[config.mk]
export PLATFORM = sky130hd
export DESIGN_NAME = dspmac_pipe
export DESIGN_NICKNAME = d
export VERILOG_FILES = /design/src/rtl/dspmac_pipe.sv
export SDC_FILE = /design/constraint.sdc
export NUM_CORES = 1
export LEC_CHECK = 0
export ABC_CLOCK_PERIOD_IN_PS = 4990
export CAP_MARGIN = 20
export CORE_ASPECT_RATIO = 0.9
export CORE_MARGIN = 2
export CORE_UTILIZATION = 40
export CTS_BUF_LIST = sky130_fd_sc_hd__clkbuf_16
export CTS_CLUSTER_DIAMETER = 30
export DETAILED_ROUTE_END_ITERATION = 8
export GPL_TIMING_DRIVEN = 0
export SKIP_CTS_REPAIR_TIMING = 1
export SYNTH_ARGS = -nofsm -noshare
export SYNTH_HDL_FRONTEND = slang
export SYNTH_SLANG_ARGS = --single-unit
[constraint.sdc]
create_clock -name clk -period 4.99 [get_ports clk]
set_clock_uncertainty 0.15 [all_clocks]
set_input_delay 0.998 -clock clk [delete_from_list [all_inputs] [get_ports clk]]
set_output_delay 0.998 -clock clk [all_outputs]
set_load 0.05 [all_outputs]
[src/rtl/dspmac_pipe.sv]
// dspmac_pipe: two-stage pipelined signed multiply-accumulate unit.
// Stage 1 registers the full-width product, the opcode and operand A.
// Stage 2 applies CLR/MUL/MAC/MSU/LOAD to the accumulator and tracks a sticky overflow flag.
// Optional build macro: DSPMAC_SAT_EN -- clamp the accumulator on MAC/MSU overflow instead of wrapping.
module dspmac_pipe #(
    parameter int A_W   = 16,
    parameter int B_W   = 16,
    parameter int ACC_W = 40
) (
    input  logic                    clk,
    input  logic                    rst_n,
    input  logic                    in_valid,
    input  logic [2:0]              opcode,
    input  logic signed [A_W-1:0]   a_bus,
    input  logic signed [B_W-1:0]   b_bus,
    output logic signed [ACC_W-1:0] result,
    output logic                    out_valid,
    output logic                    ovf
);

    localparam int P_W = A_W + B_W;

    // Largest and smallest representable accumulator values, used when saturating.
    localparam logic signed [ACC_W-1:0] ACC_MAX = {1'b0, {(ACC_W-1){1'b1}}};
    localparam logic signed [ACC_W-1:0] ACC_MIN = {1'b1, {(ACC_W-1){1'b0}}};

    typedef enum logic [2:0] {
        OP_CLR  = 3'b000,
        OP_MUL  = 3'b001,
        OP_MAC  = 3'b010,
        OP_NOP  = 3'b011,
        OP_MSU  = 3'b100,
        OP_LOAD = 3'b101
    } opcode_t;

    // The accumulator must hold any single product, otherwise MUL could silently overflow.
    generate
        if (ACC_W < P_W) begin : g_widthCheck
            $error("dspmac_pipe: ACC_W must be at least A_W+B_W");
        end
    endgenerate

    logic signed [P_W-1:0]   r_p1;
    logic [2:0]              r_op1;
    logic signed [A_W-1:0]   r_a1;
    logic signed [ACC_W-1:0] r_acc;
    logic                    r_ovf;
    logic                    r_outValid;

    logic signed [ACC_W-1:0] w_p;
    logic signed [ACC_W-1:0] w_load;
    logic signed [ACC_W:0]   w_sum;
    logic                    w_ovfDet;
    logic signed [ACC_W-1:0] w_accAddSub;

    // Stage 1: capture product, opcode and operand A; an idle input becomes a NOP.
    always_ff @(posedge clk or negedge rst_n) begin
        if (!rst_n) begin
            r_p1  <= '0;
            r_op1 <= OP_NOP;
            r_a1  <= '0;
        end else if (in_valid) begin
            r_p1  <= P_W'(a_bus) * P_W'(b_bus);
            r_op1 <= opcode;
            r_a1  <= a_bus;
        end else begin
            r_op1 <= OP_NOP;
        end
    end

    // Sign-extended stage-2 operands and a one-bit-wider add/subtract so overflow shows in the top two bits.
    assign w_p      = ACC_W'(r_p1);
    assign w_load   = ACC_W'(r_a1);
    assign w_sum    = (r_op1 == OP_MSU) ? ((ACC_W+1)'(r_acc) - (ACC_W+1)'(w_p))
                                        : ((ACC_W+1)'(r_acc) + (ACC_W+1)'(w_p));
    assign w_ovfDet = w_sum[ACC_W] ^ w_sum[ACC_W-1];

    // Choose the MAC/MSU result: two's-complement wrap, or clamp toward the true sign when saturating.
    always_comb begin
        w_accAddSub = w_sum[ACC_W-1:0];
`ifdef DSPMAC_SAT_EN
        if (w_ovfDet) begin
            w_accAddSub = w_sum[ACC_W] ? ACC_MIN : ACC_MAX;
        end
`else
`endif
    end

    // Stage 2: update accumulator, sticky overflow and the one-cycle result-valid pulse.
    always_ff @(posedge clk or negedge rst_n) begin
        if (!rst_n) begin
            r_acc      <= '0;
            r_ovf      <= 1'b0;
            r_outValid <= 1'b0;
        end else begin
            r_outValid <= 1'b0;
            case (r_op1)
                OP_CLR: begin
                    r_acc      <= '0;
                    r_ovf      <= 1'b0;
                    r_outValid <= 1'b1;
                end
                OP_MUL: begin
                    r_acc      <= w_p;
                    r_outValid <= 1'b1;
                end
                OP_MAC, OP_MSU: begin
                    r_acc      <= w_accAddSub;
                    r_outValid <= 1'b1;
                    if (w_ovfDet) begin
                        r_ovf <= 1'b1;
                    end
                end
                OP_LOAD: begin
                    r_acc      <= w_load;
                    r_outValid <= 1'b1;
                end
                default: begin
                end
            endcase
        end
    end

    assign result    = r_acc;
    assign out_valid = r_outValid;
    assign ovf       = r_ovf;

endmodule

After elaboration in Yosys (flattened, before gate mapping) --
Cells that the tools add are included.
Storage, ports and cells: memories kept 0, memory bits (writable) 0, memory bits (read-only) 0, word-level logic and storage cells 27, latch bits 0, register bits after elaboration 93
Operators by class: eq/ne operators 5, bitwise operators 1, order comparisons 0, shift-type cells 0, multiplexer cells 6, reductions and logical operators 6, div/mod/pow operators 0, $mul 1, $add $sub $neg 2
Operators with widths (count):
- case mux 40 bit (4 select lines) | 1
- adder 40 x 32 -> 41 bit | 1
- two-way mux 41 bit | 1
- subtractor 40 x 32 -> 41 bit | 1
- multiplier 16 x 16 -> 32 bit | 1
- equality test 3 bit, second input constant | 2
- OR reduction 5 bit | 1
- nonzero test 4 bit | 1
- equality test 3 x 1 -> 1 bit, second input constant | 1
- equality test 3 x 2 -> 1 bit, second input constant | 1
- logical NOT 3 bit | 1
- two-way mux 3 bit | 1
- two-way mux 1 bit | 2
- inequality test 2 bit, second input constant | 1
- case mux 1 bit (2 select lines) | 1
- AND reduction 2 bit | 1
- nonzero test 2 bit | 1
- OR reduction 2 bit | 1
- bitwise XOR 1 bit | 1

Logic depth before layout (Yosys ltp) --
depth after elaboration 5, depth in mapped cells 25, depth with buffers taken out 24

Worst setup path before layout --
OpenSTA, ideal clock, no wires.
path kind input to register, start input a_bus[11], end register r_p1[29], cell stages on the path 22, slack -1.912 ns, arrival time 6.627 ns, setup time 0.125 ns, path through clkbuf_1 > nand2_1 > fa_1 > fa_1 > fa_1 > inv_1 > fa_1 > fa_1 > inv_1 > fa_1 > inv_1 > ha_1 > a21o_1 > a21o_1 > a41o_1 > a21oi_1 > a211oi_1 > o311a_1 > o21a_1 > nor2_1 > xnor2_1 > mux2_2
On the way: cells in the longest elaborated chain, start to end 1
RTL lines:
- start: declaration | RTL line 14 | input logic signed [A_W-1:0] a_bus,
- multiplier 16 x 16 -> 32 bit | RTL line 63 | r_p1 <= P_W'(a_bus) * P_W'(b_bus);
- end signal: assignment | RTL line 63
- end: declaration | RTL line 43 | logic signed [P_W-1:0] r_p1;
Every way passes these cells. A chain may end at the register's enable or synchronous reset.

Worst setup path in the final report --
start input a_bus[10], end register r_p1[28]
The elaborated chain is that of the path after synthesis.

==> run summary <==
ROUTING
--------------------------------------------------------------------------------------
Post-detailed-route count of antenna-violating nets                                  0
DRT Wirelength                                                                46620 µm
First-iteration detailed-routing DRC count                                         702
Total via count in the routed design                                             13105
Wirelength per Cell                                                           18.68 µm
Residual DRC                                                                         0
Post-DR vias/cell                                                                5.253
Drt pass-1 iters                                                                     5

WORST HOLD PATH
--------------------------------------------------------------------------------------
Sink of the worst hold path                                                   r_a1[14]
Worst hold path startpoint                                                    r_a1[14]
Min-Delay Path Depth                                                                 1
Worst min-delay path class                                                  reg -> reg

FINAL LAYOUT
--------------------------------------------------------------------------------------
Ant diodes                                                                           0
Most common cell after layout, fill and taps aside                        sky130_fd_sc_hd__inv_1
Commonest cells after routing, fill and taps aside                        sky130_fd_sc_hd__inv_1, sky130_fd_sc_hd__fa_1, sky130_fd_sc_hd__nand2_1
Fraction of layout instances using a drive strength above 1                     18.06%
Final net count                                                                   2374
Final standard cell utilization of the core                                     49.17%
Area growth syn-to-layout                                                       21.59%
Fillers                                                                           3780
Cell Count, Final, Fillers Out                                                    2495

YOSYS
--------------------------------------------------------------------------------------
Average instance area after synthesis                                        9.120 µm²
Combinational family with the most area after synthesis                    adder cells
Synth unique cells                                                                  73
Mux cell area share after synthesis                                             3.716%
Simple-Gate Fraction of Synth Area                                              14.49%
Summed instance area of the synthesized netlist                              16400 µm²
Synthesized-area fraction occupied by adder cells                               41.49%
Post-synth ARST share                                                           100.0%
Synth Warn #                                                                         0
Primary flip-flop cell chosen by synthesis mapping                        sky130_fd_sc_hd__dfrtp_1
Fraction of the mapped netlist area in compound gates                           12.22%
Post-synthesis register bit count                                                   93
Fraction of synthesized cell area in xor and xnor cells                         5.227%
Seq/Total Area, Yosys                                                           14.21%
Syn_nets                                                                          2222
Gate count of the mapped netlist                                                  1798
Number of enable-type register cells in the synthesized netlist                      0

STA
--------------------------------------------------------------------------------------
Number of endpoints failing setup at the final stage                                22
Fin crit share                                                                  131.9%
Final Worst Setup Slack                                                       -1593 ps
Actual transition at the worst max-transition pin                             912.4 ps
Setup repair after global routing missed its margin                               true
Number of slew-limit violations in the final report                                  0
Worst hold-check slack                                                        362.2 ps
Maximum clock rate                                                          0.1519 GHz
Rel. slew slack                                                                 39.17%
Number of failing hold endpoints at the final stage                                  0
Min Tclk post-route                                                            6583 ps

SETUP PATH
--------------------------------------------------------------------------------------
Element type at the critical path start                                   primary input
Library cell contributing the largest single delay on the critical path   sky130_fd_sc_hd__fa_1
Reg-to-reg setup timing slack                                                    60 ps
Critical path cell sequence                                               buf_12 > buf_8 > buf_4 > nand2_1 > fa_1 > fa_1 > fa_1 > inv_1 > fa_1 > fa_1 > inv_1 > fa_1 > inv_2 > ha_4 > nand2_4 > o41a_1 > o31a_1 > o21ai_4 > a211o_1 > a21oi_2 > xnor2_1 > mux2_2
Critical path capture point type                                              register
Depth of the most critical reg-to-reg path                                          16
Required time reported for the critical path endpoint                          5080 ps
Biggest fanout along the worst timing path                                           8
Most Frequent Cell on Critical Path                                       sky130_fd_sc_hd__fa_1
Largest stage delay, worst path                                                 540 ps
Worst EP arrival                                                               6680 ps
Startpoint of the worst-slack reg-to-reg timing path                          r_op1[0]
Endpoint of the most critical register-to-register path                     result[38]
Crit Path Class                                                              in -> reg

CLOCKING
--------------------------------------------------------------------------------------
Root buffer cell                                                          sky130_fd_sc_hd__clkbuf_16
CTS Buffer Depth                                                                     2
Total clock buffers created by CTS                                                   9
Clock Pin Slew Worst Setup and Hold Paths                                        80 ps
Clock sink count                                                                    93
Worst-skew pair later-pin latency                                               360 ps
H-tree depth reported by CTS                                                         3
TritonCTS clock tree                                                             built

GLOBAL ROUTING
--------------------------------------------------------------------------------------
Antenna violations before repair                                                     0
First-pass GRT wire length                                                    73510 µm
Via count of the first global-routing pass                                       13622
Gr ovfl total                                                                        0
Combined global-route utilization of all metal layers                           22.16%
Pin count of the biggest net entering global routing                                56

FLOORPLANNING
--------------------------------------------------------------------------------------
Effective utilization at floorplan                                              40.44%
Area of the die                                                              42630 µm²
Height of the chip                                                            196.1 µm
Core Rows                                                                           70
Area of the placeable core                                                   40550 µm²
Die boundary width                                                            217.4 µm
Number of ports placed on the die boundary                                          80

OUTCOME
--------------------------------------------------------------------------------------
Violated checks                                                           negative setup slack
Run status                                                                finished with violations

PLACEMENT
--------------------------------------------------------------------------------------
Post-Place Worst Slack                                                        -3044 ps
Dpl cells                                                                         2417
Final weighted congestion in routability-driven placement                       0.8845
Number of port buffers                                                              78
HPWL Detailed                                                                 37450 µm

JOB
--------------------------------------------------------------------------------------
Count of maximum capacitance violations                                              0

## synthesized netlist by cell type, types with 3 or more instances
library cell	n	area, µm²
sky130_fd_sc_hd__o31a_1	4	35.03
sky130_fd_sc_hd__o21ai_1	5	25.02
sky130_fd_sc_hd__and3_1	6	37.54
sky130_fd_sc_hd__a21boi_0	3	22.52
sky130_fd_sc_hd__buf_1	3	11.26
sky130_fd_sc_hd__a31oi_1	6	37.54
sky130_fd_sc_hd__nand4_1	6	37.54
sky130_fd_sc_hd__nand2b_1	36	225.2
sky130_fd_sc_hd__o21a_1	10	75.07
sky130_fd_sc_hd__a211o_1	3	26.28
sky130_fd_sc_hd__fa_1	263	5265
sky130_fd_sc_hd__a21oi_1	109	545.5
sky130_fd_sc_hd__o211ai_1	5	37.54
sky130_fd_sc_hd__xor2_1	27	236.5
sky130_fd_sc_hd__and2_1	126	788.3
sky130_fd_sc_hd__or3_1	5	31.28
sky130_fd_sc_hd__nand2_1	181	679.4
sky130_fd_sc_hd__dfrtp_1	91	2277
sky130_fd_sc_hd__ha_1	123	1539
sky130_fd_sc_hd__o221ai_1	10	87.58
sky130_fd_sc_hd__inv_1	306	1149
sky130_fd_sc_hd__clkbuf_1	69	259.0
sky130_fd_sc_hd__xnor2_1	69	604.3
sky130_fd_sc_hd__nand3_1	13	65.06
sky130_fd_sc_hd__o21bai_1	8	60.06
sky130_fd_sc_hd__o31ai_1	11	82.58
sky130_fd_sc_hd__nor2b_1	8	50.05
sky130_fd_sc_hd__a21o_1	32	240.2
sky130_fd_sc_hd__nor3_1	16	80.08
sky130_fd_sc_hd__mux2_2	39	439.2
sky130_fd_sc_hd__o21ai_0	65	325.3
sky130_fd_sc_hd__a211oi_1	13	97.59
sky130_fd_sc_hd__a221o_1	5	50.05
sky130_fd_sc_hd__mux2i_1	17	170.2
sky130_fd_sc_hd__nor2_1	57	214.0
## worst max-delay path, delay by kind of cell
kind,cells,cell delay (ps)
compound gates,5,1380
xor+xnor,1,120
fa+ha+maj,7,3210
buf+inv,6,560
mux,1,260
simple gates,2,130
## stage by stage
stage / TNS [ps] / cell area [µm²]
after floorplan: -22150 / 16820
after global placement: -136160 / 18280
final: -24880 / 19940
after CTS: -52580 / 18590
after global routing: -28070 / 19940
after detailed placement: -61780 / 18300
## metal layers
layer	vias up	global-route usage (%)	share of wire, %	routed length, µm
met5	-	0	0	0
met4	0	4.592	1.9	896
met3	54	3.860	5.5	2574
met2	323	36.26	47	22050
met1	6658	30.84	45	21100
li1	6070	-	-	-
## worst max-delay path by stage
stage              start        to  cells after the start
2_1_floorplan   a_bus[8]  r_p1[29]                     22
6_report       a_bus[10]  r_p1[28]                     22
3_5_place_dp   a_bus[15]  r_p1[31]                     22
3_3_place_gp   a_bus[15]  r_p1[31]                     22
5_1_grt         b_bus[2]  r_p1[31]                     24
4_1_cts        a_bus[15]  r_p1[31]                     22
## state kept, by name, summed over array words and instances, names as in the netlist
register	count
r_op1	3
r_a1	16
out_valid	1
result	40
ovf	1
r_p1	32
## cell families (layout without fill, tap and decap cells)
group                      after synthesis  in the layout
and+or+nand+nor                        472            472
adders and majority gates              386            386
buffers and inverters                  378            535
AOI/OAI and AO/OA                      316            316
xor gates and xnor gates                97             97
DFF                                     93             93
muxes                                   56             56
## cell type report
cell class | instances | area [µm²] | area share (%)
Multi-Input combinational cell | 1327 | 13420 | 67.29
Sequential cell | 93 | 2333 | 11.70
Timing Repair Buffer | 149 | 1503 | 7.536
Inverter | 306 | 1149 | 5.761
Tap cell | 540 | 675.6 | 3.389
Buffer | 64 | 569.3 | 2.855
Clock buffer | 9 | 225.2 | 1.130
Clock inverter | 7 | 66.31 | 0.3326
Power is not shown: default switching activity piles up to over one toggle a cycle in this logic, so the estimate is an artifact.
